$ cat config.mk
export PLATFORM = sky130hd
export DESIGN_NAME = mem_arb
export DESIGN_NICKNAME = d
export VERILOG_FILES = /design/src/rtl/mem_arb.sv
export SDC_FILE = /design/constraint.sdc
export NUM_CORES = 1
export LEC_CHECK = 0
export CORE_MARGIN = 2
export CORE_UTILIZATION = 36
export DETAILED_ROUTE_END_ITERATION = 10
export PLACE_DENSITY = 0.76
export SLEW_MARGIN = 20
export SYNTH_ARGS = -nofsm -noshare
export SYNTH_HDL_FRONTEND = slang
export SYNTH_SLANG_ARGS = --single-unit
$ cat constraint.sdc
create_clock -name clk -period 4.2 [get_ports clk]
set_clock_uncertainty 0.05 [all_clocks]
set_input_delay 0.42 -clock clk [delete_from_list [all_inputs] [get_ports clk]]
set_output_delay 0.42 -clock clk [all_outputs]
set_load 0.05 [all_outputs]
$ cat src/rtl/mem_arb.sv
// mem_arb: two-master arbiter and sequencer for the unified memory port.
// Master 0 is the CPU, master 1 the debug/loader port; one access at a time.
module mem_arb #(
    parameter int RD_LAT    = 1,
    parameter int FIXED_PRI = 0
) (
    input  logic        clk,
    input  logic        rst,
    input  logic        m0_req,
    input  logic        m0_we,
    input  logic [31:0] m0_adr,
    input  logic [31:0] m0_wdata,
    output logic [31:0] m0_rdata,
    output logic        m0_ack,
    input  logic        m1_req,
    input  logic        m1_we,
    input  logic [31:0] m1_adr,
    input  logic [31:0] m1_wdata,
    output logic [31:0] m1_rdata,
    output logic        m1_ack,
    output logic        mem_en,
    output logic        mem_we,
    output logic [31:0] mem_adr,
    output logic [31:0] mem_wdata,
    input  logic [31:0] mem_rdata,
    output logic        busy,
    output logic        owner
);

    typedef enum logic [1:0] {
        IDLE,
        ACCESS,
        WAIT,
        RESP
    } state_t;

    state_t     state;
    state_t     state_nx;
    logic [2:0] cnt;
    logic       lat_we;
    logic       last;
    logic       grant_m1;
    logic       any_req;
    logic       rd_done;

    assign any_req = m0_req | m1_req;
    assign rd_done = (state == WAIT) && (cnt == 3'd0);

    // Winner selection and next-state decode.
    always_comb begin
        grant_m1 = m1_req;
        if (m0_req && m1_req) begin
            grant_m1 = (FIXED_PRI != 0) ? 1'b0 : ~last;
        end
        state_nx = state;
        unique case (state)
            IDLE:    if (any_req) state_nx = ACCESS;
            ACCESS:  state_nx = lat_we ? RESP : WAIT;
            WAIT:    if (cnt == 3'd0) state_nx = RESP;
            RESP:    state_nx = IDLE;
            default: state_nx = IDLE;
        endcase
    end

    // State register.
    always_ff @(posedge clk or posedge rst) begin
        if (rst) state <= IDLE;
        else     state <= state_nx;
    end

    // Grant latch, wait counter and round-robin pointer (last served).
    always_ff @(posedge clk or posedge rst) begin
        if (rst) begin
            lat_we    <= 1'b0;
            mem_adr   <= '0;
            mem_wdata <= '0;
            owner     <= 1'b0;
            last      <= 1'b1;
            cnt       <= '0;
        end else begin
            unique case (state)
                IDLE: begin
                    if (any_req) begin
                        owner     <= grant_m1;
                        lat_we    <= grant_m1 ? m1_we : m0_we;
                        mem_adr   <= grant_m1 ? m1_adr : m0_adr;
                        mem_wdata <= grant_m1 ? m1_wdata : m0_wdata;
                    end
                end
                ACCESS:  cnt <= 3'(RD_LAT - 1);
                WAIT:    if (cnt != 3'd0) cnt <= cnt - 3'd1;
                RESP:    last <= owner;
                default: ;
            endcase
        end
    end

    // Read data lands only in the owning port's register.
    always_ff @(posedge clk or posedge rst) begin
        if (rst) begin
            m0_rdata <= '0;
            m1_rdata <= '0;
        end else if (rd_done) begin
            if (owner) m1_rdata <= mem_rdata;
            else       m0_rdata <= mem_rdata;
        end
    end

    assign mem_en = (state == ACCESS);
    assign mem_we = mem_en & lat_we;
    assign busy   = (state != IDLE);
    assign m0_ack = (state == RESP) && !owner;
    assign m1_ack = (state == RESP) && owner;

endmodule

Word level (Yosys, flattened, before mapping)
Index checks and enable logic that the tools add are counted.
- register bits: 136
- bits of input ports: 166
- logic and storage cells: 45
- add/sub/neg operators: 1
- eq/ne operators: 6
- multiplexer cells: 10
- bitwise operators: 4
- reduce and logical (&&, ||, !) cells: 15
- operator list (kind ; count):
    two-way mux 32 bit ; 2
    AND reduction 2 bit ; 5
    one-hot mux 2 bit (4 select lines) ; 1
    one-hot mux 3 bit (2 select lines) ; 1
    equality test 2 bit, second input constant ; 2
    logical AND 1 bit ; 4
    two-way mux 2 bit ; 2
    != test 2 x 1 -> 1 bit, second input constant ; 2
    nonzero test 2 bit ; 2
    logical NOT 3 bit ; 1
    two-way mux 1 bit ; 3
    two-way mux 3 bit ; 1
    nonzero test 3 bit ; 1
    subtractor 3 x 1 -> 3 bit, second input constant ; 1
    equality test 2 x 1 -> 1 bit, second input constant ; 1
    logical NOT 2 bit ; 1
    != test 2 bit, second input constant ; 1
    NOT 1 bit ; 2
    bitwise AND 1 bit ; 1
    logical NOT 1 bit ; 1
    OR 1 bit ; 1

Logic depth before layout (Yosys ltp)
Gate-level depths: netlist of the first run.
- word-level depth: 3
- depth in mapped cells: 8

Worst setup path before layout of the first run
Ideal clock, no wire load.
- kind: reg2out
- start point: register state[1]
- end point: output mem_we
- data arrival time: 1.514 ns
- data required time: 3.730 ns
- path slack: 2.216 ns
- cell stages (with the launch flop): 4
- buffers on the path: 0
- cells stage by stage: dfrtp_1 > inv_1 > ha_1 > and2_1
- longest elaborated chain between the ends: 2
- RTL lines (element ; RTL line ; source):
    start, declared ; 37 ; state_t state;
    start signal, assigned ; 68 ; else state <= state_nx;
    equality test 2 x 1 -> 1 bit ; 109 ; assign mem_en = (state == ACCESS);
    net mem_en ; 21 ; output logic mem_en,
    bitwise AND 1 bit ; 110 ; assign mem_we = mem_en & lat_we;
    end, declared ; 22 ; output logic mem_we,
The timed path passes the listed nets, and every way through them passes these cells.

Worst setup path after layout of the first run
- start point: register state[1]
- end point: output mem_we
- longest elaborated chain between the ends: 2
- RTL lines (element ; RTL line):
    equality test 2 x 1 -> 1 bit ; 109
    bitwise AND 1 bit ; 110
Every way passes these cells.

==> impl_metrics.py, run 1 <==
metrics = {
    "power_and_ir_drop": {
        "p_int_mw": 4.89,
        "swShare_pct": 47.9,
        "power_density_nw_per_um2": 971,
        "switchingPower_mw": 4.50,
        "pwr-share-comb_pct": 58.5,
        "p_clk_share_pct": 16.2,
        "total_power_mw": 9.38,
        "power_leakage_nw": 4.17,
        "pwr-share-seq_pct": 25.2,
        "vdd_drop_max_mv": 0.507,
    },
    "timing": {
        "period_minus_slack_ns": 2.63,
        "slew_headroom_pct": 45.3,
        "setup_slack_ns": 1.57,
        "rsz0062_at_grt": "no",
        "clock.fmax_mhz": 381,
        "hold_ws_ns": 0.378,
        "worstMarginPinSlew_ns": 0.820,
        "setup_violations": 0,
        "hold_violations": 0,
        "final_max_slew_viol_count": 0,
        "fin_crit_sh_pct": 62.6,
        "fin_setup_tns_ns": 0,
    },
    "clocking": {
        "clk_pin_slew_ns": 0.07,
        "clock-root-buffer": "clkbuf_16",
        "htree_levels": 4,
        "hold_buffers": 0,
        "cts_resized": 0,
        "numCtsBuffers": 17,
        "clock_latency_ns": 0.41,
        "cts.repair_timing.setup_buffer_count": 0,
        "cts_buffer_depth": 2,
        "cts_tree": "done",
        "cts_sinks": 136,
    },
    "place": {
        "dpl.cell_count": 1026,
        "placed_cell_area_sq_um": 9050,
        "gp_routability_congestion": 0.787,
        "post-place-ws_ns": 1.72,
        "portBuffers": 299,
        "dp.final_hpwl_um": 12600,
    },
    "route": {
        "final_antenna_net_count": 0,
        "dr.pass1.iters": 4,
        "wl_per_cell_um": 17.1,
        "dr_total_vias": 5135,
        "drt-vias-per-instance": 4.85,
        "initialDrtViolationCount": 221,
        "drcViolationCount": 0,
        "wl_um": 18100,
    },
    "die": {
        "die_area_sq_um": 17500,
        "rows": 46,
        "initial_core_util_pct": 37.1,
        "io-pin-count": 300,
        "die_w_um": 132,
        "core_area_sq_um": 15900,
        "die-height_um": 132,
    },
    "worst_setup_path": {
        "endpoint_kind": "output pin",
        "cp_max_fo": 6,
        "path_class": "register to output pin",
        "reg2reg_setup_slack_ns": 1.83,
        "worst-endpoint-arrival_ns": 2.16,
        "cp-start-kind": "register",
        "cp_data_required_time_ns": 3.73,
    },
    "synth": {
        "yosys-top-cells-area": "dfrtp_1, a21oi_1, mux2_4, mux2_2, nand2_1",
        "synth_top_area_share_pct": 57.2,
        "synthesis.nets": 712,
        "synth_cell_types": 31,
        "synth_warnings": 0,
        "avgSynthCellArea_sq_um": 11.0,
        "ys_seq_elements": 136,
        "synth_area_sq_um": 5910,
        "yosysTopAreaCell": "dfrtp_1",
        "netlist_instances": 538,
        "seq_area_frac_synth_pct": 57.6,
    },
    "final_layout": {
        "final_util_pct": 60.6,
        "synthToLayoutAreaGrowth_pct": 63.4,
        "antenna_cells": 0,
        "finalNetCount": 1003,
        "final_area_sq_um": 9660,
        "drive_above_1_share_pct": 13.5,
        "stdcell_count": 1058,
    },
    "global_routing": {
        "grt_pass1_vias": 5163,
        "grt.total_usage_pct": 20.7,
        "grt_overflow": 0,
        "grt_first_pass_wirelength_um": 28500,
        "grt_max_degree": 82,
        "antenna_found_initial": 0,
    },
    "status": {
        "outcome": "finished clean",
    },
    "min_path": {
        "hold_path.class": "primary input to async pin",
    },
    "job": {
        "cap_violations": 0,
    },
}
power groups by stage:
stage	combinational, mW	clock (mW)	sequential (mW)
after floorplan	1.50	0	4.55
after global placement	5.45	0	2.35
after detailed placement	5.52	0	2.38
after CTS	5.54	1.56	2.37
after global routing	5.75	1.63	2.45
final	5.49	1.52	2.37
cells in the mapped netlist:
master and n:
buf_4 2, dfstp_2 1, nor3b_1 1, and2b_2 1
nor2b_1 1, inv_1 7, mux2_2 36, o21ai_1 1
nand2_1 68, nand2b_1 1, clkbuf_1 10, a21o_1 1
mux2_4 30, o21ai_0 2, buf_2 19, buf_6 1
and2_1 2, nand3_1 1, nor2_1 67, a211oi_1 1
dfrtp_1 135, a21boi_1 1, ha_1 8, o21a_1 1
a21oi_1 131, nor3_1 1, mux2i_1 2, a21bo_2 1
buf_12 3, or2_1 1, a2bb2oi_1 1
cells in the final DEF (no fill, tap or decap), types with 2 or more instances in the layout:
master | Yosys | layout
nor2_1 | 67 | 67
a21oi_1 | 131 | 131
clkinvlp_4 | 0 | 3
bufinv_16 | 0 | 2
mux2_2 | 36 | 36
inv_8 | 0 | 3
inv_6 | 0 | 7
buf_4 | 2 | 7
inv_1 | 7 | 6
clkbuf_16 | 0 | 17
mux2i_1 | 2 | 2
dfrtp_1 | 135 | 135
clkdlybuf4s50_1 | 0 | 299
ha_1 | 8 | 8
nand2_1 | 68 | 68
and2_1 | 2 | 2
o21ai_0 | 2 | 2
mux2_4 | 30 | 30
worst paths after layout:
check,startpoint,to,cells after the start
worst max-delay path,state[1],mem_we,4
min in group clk,cnt[1],cnt[1],1
worst min register to register,cnt[1],cnt[1],1
worst min-delay path,rst,mem_wdata[12],2
max in group asynchronous,rst,m0_rdata[27],3
worst max register to register,cnt[0],m0_rdata[30],7
registers in the layout, summed over array words and instances (netlist names):
signal,cells
m1_rdata,32
mem_adr,32
lat_we,1
state,2
last,1
m0_rdata,32
mem_wdata,32
owner,1
cnt,3
worst max-delay path: stages (launching register included):
cell             delay [ns]
dfrtp_1                0.43
inv_1                  0.13
ha_1                   0.20
and2_1                 0.16
clkdlybuf4s50_1        0.83
layout make-up:
cell class	instances	area, sq um
Clock buffer	17	425
Clock inverter	15	178
Fill cell	1328	6280
Inverter	7	31.3
Multi-Input combinational cell	360	2280
Sequential cell	136	3400
Tap cell	216	270
Timing Repair Buffer	307	3070
layer usage:
| metal | vias to the layer above | global-route usage, % | part of all wire [%] |
|---|---|---|---|
| met5 | - | 0 | 0 |
| met4 | 0 | 6.04 | 1.4 |
| met3 | 18 | 7.84 | 9.1 |
| met2 | 235 | 34.4 | 48 |
| met1 | 2480 | 25.2 | 41 |
| li1 | 2402 | - | - |
logic make-up after synthesis:
kind of cell	after synthesis	share of synthesized area (%)
and+or+nand+nor	144	9.55
muxes	68	14.8
adders and majority gates	8	1.69
buffers and inverters	42	4.15
AOI/OAI and AO/OA	140	12.2
DFF	136	57.6
Power figures use the tool's default switching activity.
==> run 2, diff against run 1 <==
- clock period: 4.2 -> 2.2 ns (I/O delays scaled with it)
==> run 2 against run 1 <==
Die area unchanged. Clock power is 95% higher. Power grew 92%. Via count decreased by 0.72%. First-iteration DRC count is 0.90% lower. Critical path type unchanged. Largest power group unchanged.
==> impl_metrics.py, run 2 (same netlist as run 1, synthesis figures left out) <==
metrics = {
    "route": {
        "dr_total_vias": 5098,
        "dr.pass1.iters": 4,
        "final_antenna_net_count": 0,
        "drcViolationCount": 0,
        "wl_um": 17800,
        "drt-vias-per-instance": 4.81,
        "initialDrtViolationCount": 219,
        "wl_per_cell_um": 16.8,
    },
    "clocking": {
        "htree_levels": 4,
        "numCtsBuffers": 17,
        "clock_latency_ns": 0.41,
        "cts_tree": "done",
        "cts_sinks": 136,
        "clock-root-buffer": "clkbuf_16",
        "clk_pin_slew_ns": 0.06,
        "cts.repair_timing.setup_buffer_count": 0,
        "cts_buffer_depth": 2,
        "hold_buffers": 0,
    },
    "place": {
        "dp.final_hpwl_um": 12700,
        "gp_routability_congestion": 0.781,
        "dpl.cell_count": 1028,
        "portBuffers": 299,
    },
    "power_and_ir_drop": {
        "switchingPower_mw": 8.56,
        "vdd_drop_max_mv": 1.02,
        "p_int_mw": 9.49,
        "total_power_mw": 18.0,
        "power_leakage_nw": 4.23,
        "pwr-share-comb_pct": 58.5,
        "swShare_pct": 47.4,
        "power_density_nw_per_um2": 1850,
        "p_clk_share_pct": 16.5,
        "pwr-share-seq_pct": 25.1,
    },
    "die": {
        "initial_core_util_pct": 37.1,
        "rows": 46,
        "die_area_sq_um": 17500,
        "io-pin-count": 300,
        "die-height_um": 132,
        "core_area_sq_um": 15900,
        "die_w_um": 132,
    },
    "timing": {
        "fin_setup_tns_ns": 0,
        "fin_crit_sh_pct": 90.8,
        "rsz0062_at_grt": "no",
        "period_minus_slack_ns": 2.00,
        "hold_violations": 0,
        "slew_headroom_pct": 61.4,
        "worstMarginPinSlew_ns": 0.577,
        "setup_violations": 0,
        "clock.fmax_mhz": 501,
        "final_max_slew_viol_count": 0,
        "hold_ws_ns": 0.248,
    },
    "job": {
        "cap_violations": 0,
    },
    "worst_setup_path": {
        "crit_start": "state[1]",
        "critPathSlowestCell": "dlygate4sd2_1",
        "cpPeakStageDelay_ns": 0.53,
        "cp_data_required_time_ns": 1.93,
        "reg2reg_to": "m0_rdata[24]",
        "cp_max_fo": 6,
        "cp-start-kind": "register",
        "path_class": "register to output pin",
        "rr_worst_depth": 6,
        "worst-endpoint-arrival_ns": 1.73,
        "crit-reg2reg-launch": "state[0]",
        "endpoint_kind": "output pin",
        "reg2reg_setup_slack_ns": 0.34,
        "cp_cell_sequence": "ha_1, nor2b_1, dlygate4sd2_1",
    },
    "final_layout": {
        "antenna_cells": 0,
        "final_common_cell": "clkdlybuf4s50_1",
        "layout_common_cells": "clkdlybuf4s50_1, dfrtp_1, a21oi_1",
        "fill_cells": 1324,
        "stdcell_count": 1060,
        "final_util_pct": 61.2,
        "finalNetCount": 1005,
        "drive_above_1_share_pct": 14.1,
        "synthToLayoutAreaGrowth_pct": 65.0,
    },
    "global_routing": {
        "grt.total_usage_pct": 20.8,
        "grt_max_degree": 99,
        "grt_pass1_vias": 5296,
        "antenna_found_initial": 0,
        "grt_overflow": 0,
        "grt_first_pass_wirelength_um": 28400,
    },
    "min_path": {
        "hold_path.class": "primary input to async pin",
    },
    "status": {
        "outcome": "finished clean",
    },
}
## run 2: changes by cell type in the layout (fill, tap and decap cells not counted)
cell / change
bufinv_16: +1
buf_12: +6
clkdlybuf4s50_1: -5
dlygate4sd2_1: +2
inv_6: -2
inv_8: -1
buf_4: -1
clkinv_2: +2
## run 2: per-layer routing
| layer | GRT usage, % | wire length (um) |
|---|---|---|
| met4 | 7.73 | 402 |
| met3 | 7.73 | 1530 |
| met2 | 35.0 | 8680 |
| met1 | 24.3 | 7190 |
| met5 | 0 | 0 |
## run 2: critical path, delay by kind of cell, from the launching register on
family | cells | cell delay [ns]
DFF | 1 | 0.44
and+or+nand+nor | 1 | 0.13
adders and majority gates | 1 | 0.23
buffers and inverters | 1 | 0.53
## run 2: worst max path at each step
stage,endpoint,slack (ns),depth (start not counted)
final,m0_ack,0.20,3
after global routing,m0_ack,0.1,3
after detailed placement,m0_rdata[24],0.34,7
after global placement,m0_ack,0.37,3
after floorplan,cnt[0],0.24,1
after CTS,m0_ack,0.17,3
## run 2: layout make-up
cell class	instances	area, sq um	area share, %
inverters	7	30.0	0.308
well taps	216	270	2.77
clock buffers	17	425	4.36
flip-flops and latches	136	3400	34.9
clock inverters	15	190	1.95
multi-input cells	360	2280	23.4
repair buffers	309	3150	32.3
## run 2: repair_timing
| item | in CTS | in global routing |
|---|---|---|
| endpoints found under the setup margin | 2 | 0 |
| resized for setup | 2 | 0 |
| endpoints found under the hold margin | 0 | 0 |
## run 2: power by group through the flow
stage	clock network, mW	logic [mW]	registers (mW)
6_report	2.97	10.6	4.52
5_1_grt	3.16	11.1	4.68
4_1_cts	3.04	10.6	4.53
3_5_place_dp	0	10.6	4.54
3_3_place_gp	0	10.5	4.50
2_1_floorplan	0	2.86	8.69
## run 2: through the flow
step	instance area [sq um]	worst slack (ns)
6_report	9750	0.203
5_1_grt	9750	0.0988
4_1_cts	9750	0.175
3_5_place_dp	9140	0.336
3_3_place_gp	9140	0.370
2_1_floorplan	5910	0.238
==> run 3, diff against run 2 <==
- CORE_UTILIZATION: 36 -> 30
- PLACE_DENSITY: 0.76 -> 0.72
- clock period: 2.2 -> 2.5 ns (I/O delays scaled with it)
==> run 3 against run 2 <==
Sequential power shrank 12%. Core utilization shrank 10 points. Sequential share of layout area shrank 0.28 points. Worst setup slack lost 0.075 ns. Clock-buffer cell count grew 1. First-iteration DRC count shrank 26%. Largest power group unchanged.
==> impl_metrics.py, run 3 (same netlist as run 1, synthesis figures left out) <==
metrics = {
    "die": {
        "initial_core_util_pct": 30.5,
        "die_w_um": 144,
        "die_area_sq_um": 20800,
        "rows": 51,
        "die-height_um": 144,
        "core_area_sq_um": 19400,
        "io-pin-count": 300,
    },
    "worst_setup_path": {
        "path_class": "register to output pin",
        "endpoint_kind": "output pin",
        "worst-endpoint-arrival_ns": 2.07,
        "cp_cell_sequence": "ha_1, nor2b_1, clkdlybuf4s50_1",
        "cp_max_fo": 6,
        "cp-start-kind": "register",
        "cp_data_required_time_ns": 2.20,
        "cpPeakStageDelay_ns": 0.81,
        "critPathSlowestCell": "clkdlybuf4s50_1",
    },
    "final_layout": {
        "finalNetCount": 1010,
        "fill_cells": 1794,
        "multi_input_area_sq_um": 2280,
        "final_common_cell": "clkdlybuf4s50_1",
        "drive_above_1_share_pct": 14.1,
        "synthToLayoutAreaGrowth_pct": 66.3,
        "layout_common_cells": "clkdlybuf4s50_1, dfrtp_1, a21oi_1",
        "seqCellArea_sq_um": 3400,
        "antenna_cells": 0,
    },
    "route": {
        "dr_total_vias": 5087,
        "wl_um": 17900,
        "wl_per_cell_um": 16.0,
        "final_antenna_net_count": 0,
        "dr.pass1.iters": 4,
        "initialDrtViolationCount": 163,
        "drcViolationCount": 0,
        "drt-vias-per-instance": 4.57,
    },
    "power_and_ir_drop": {
        "switchingPower_mw": 7.55,
        "power_leakage_nw": 4.23,
        "pwr-share-seq_pct": 25.3,
        "p_clk_share_pct": 16.0,
        "p_int_mw": 8.29,
        "total_power_mw": 15.8,
        "power_density_nw_per_um2": 1610,
        "vdd_drop_max_mv": 0.673,
        "swShare_pct": 47.7,
        "pwr-share-comb_pct": 58.7,
    },
    "clocking": {
        "clock-root-buffer": "clkbuf_16",
        "cts_buffer_depth": 2,
        "clock_latency_ns": 0.41,
        "cts_tree": "done",
        "htree_levels": 4,
        "numCtsBuffers": 17,
        "clk_pin_slew_ns": 0.06,
        "cts_sinks": 136,
    },
    "job": {
        "cap_violations": 0,
    },
    "global_routing": {
        "grt_max_degree": 70,
        "grt_pass1_vias": 5101,
        "grt_first_pass_wirelength_um": 27200,
        "grt.total_usage_pct": 17.1,
        "grt_overflow": 0,
        "antenna_found_initial": 0,
    },
    "place": {
        "portBuffers": 299,
        "dp.final_hpwl_um": 12800,
        "gp_routability_congestion": 0.775,
    },
    "status": {
        "outcome": "finished clean",
    },
    "timing": {
        "final_max_slew_viol_count": 0,
        "rsz0062_at_grt": "no",
        "slew_headroom_pct": 62.4,
        "setup_violations": 0,
        "clock.fmax_mhz": 422,
        "fin_setup_tns_ns": 0,
        "worstMarginPinSlew_ns": 0.562,
        "fin_crit_sh_pct": 94.9,
        "hold_violations": 0,
        "period_minus_slack_ns": 2.37,
    },
    "min_path": {
        "hold_path.class": "primary input to async pin",
    },
}
-- run 3: changes by cell type in the layout (fill, tap and decap cells not counted), moves of 2 or more --
cell and delta:
buf_4 +3, clkdlybuf4s50_1 +3, clkinv_2 -2, clkinvlp_4 +2
dlygate4sd2_1 -2, dlymetal6s2s_1 +2
-- run 3: stage by stage --
step | hold WS (ns) | cell area (sq um) | worst slack (ns) | instances | utilization, %
global placement | 0.413 | 9230 | 0.495 | 1082 | 47.6
floorplan | 0.329 | 5910 | 0.508 | 538 | -
CTS | 0.131 | 9820 | 0.0295 | 1114 | 50.6
global route | 0.163 | 9830 | 0.0762 | 1114 | 50.7
detailed placement | 0.432 | 9230 | 0.450 | 1082 | 47.6
finish | 0.142 | 9830 | 0.128 | 1114 | 50.7
-- run 3: area by class of cell --
| class | instances | area share, % |
|---|---|---|
| tap | 265 | 3.37 |
| clock inverter | 14 | 1.68 |
| multi-input combinational | 360 | 23.2 |
| sequential | 136 | 34.6 |
| inverter | 7 | 0.305 |
| timing repair buffer | 314 | 32.4 |
| clock buffer | 18 | 4.37 |
-- run 3: power groups by stage --
| stage | Clock (mW) | Sequential, mW | Combinational, mW |
|---|---|---|---|
| after floorplan | 0 | 7.65 | 2.51 |
| after global placement | 0 | 3.99 | 9.29 |
| final | 2.54 | 4.00 | 9.30 |
| after CTS | 2.63 | 4.01 | 9.39 |
| after detailed placement | 0 | 4.03 | 9.37 |
| after global routing | 2.72 | 4.14 | 9.82 |
-- run 3: metal layers --
layer	wire length (um)	part of all wire (%)	vias up	track usage [%]
li1	-	-	2418	-
met1	7170	40	2400	19.9
met2	8590	48	245	28.9
met3	1750	9.8	24	6.03
met4	367	2.1	0	6.90
met5	0	0	-	0
-- run 3: worst max-delay path, delay by kind of cell, from the launching register on --
family	cells	cell delay, ns
adder cells (fa/ha/maj)	1	0.26
buffers and inverters	1	0.81
flip-flops	1	0.44
AND/OR/NAND/NOR	1	0.16
-- run 3: final timing paths --
path / slack, ns / end / cells past startpoint / start
worst max-delay path: 0.13 / m0_ack / 3 / state[1]
worst min-delay path: 0.14 / m1_rdata[24] / 2 / rst
worst max register to register: 0.45 / m0_rdata[23] / 7 / cnt[0]
worst min register to register: 0.44 / cnt[1] / 1 / cnt[1]
max in group asynchronous: 1.52 / last / 3 / rst
min in group clk: 0.32 / mem_adr[0] / 3 / m0_adr[0]
-- run 3: what timing repair did --
item / 4_1_cts / 5_1_grt
setup endpoints to repair: 0 / 2
gates resized for setup: 0 / 2
hold buffers: 0 / 0
buffers inserted: 0 / 0
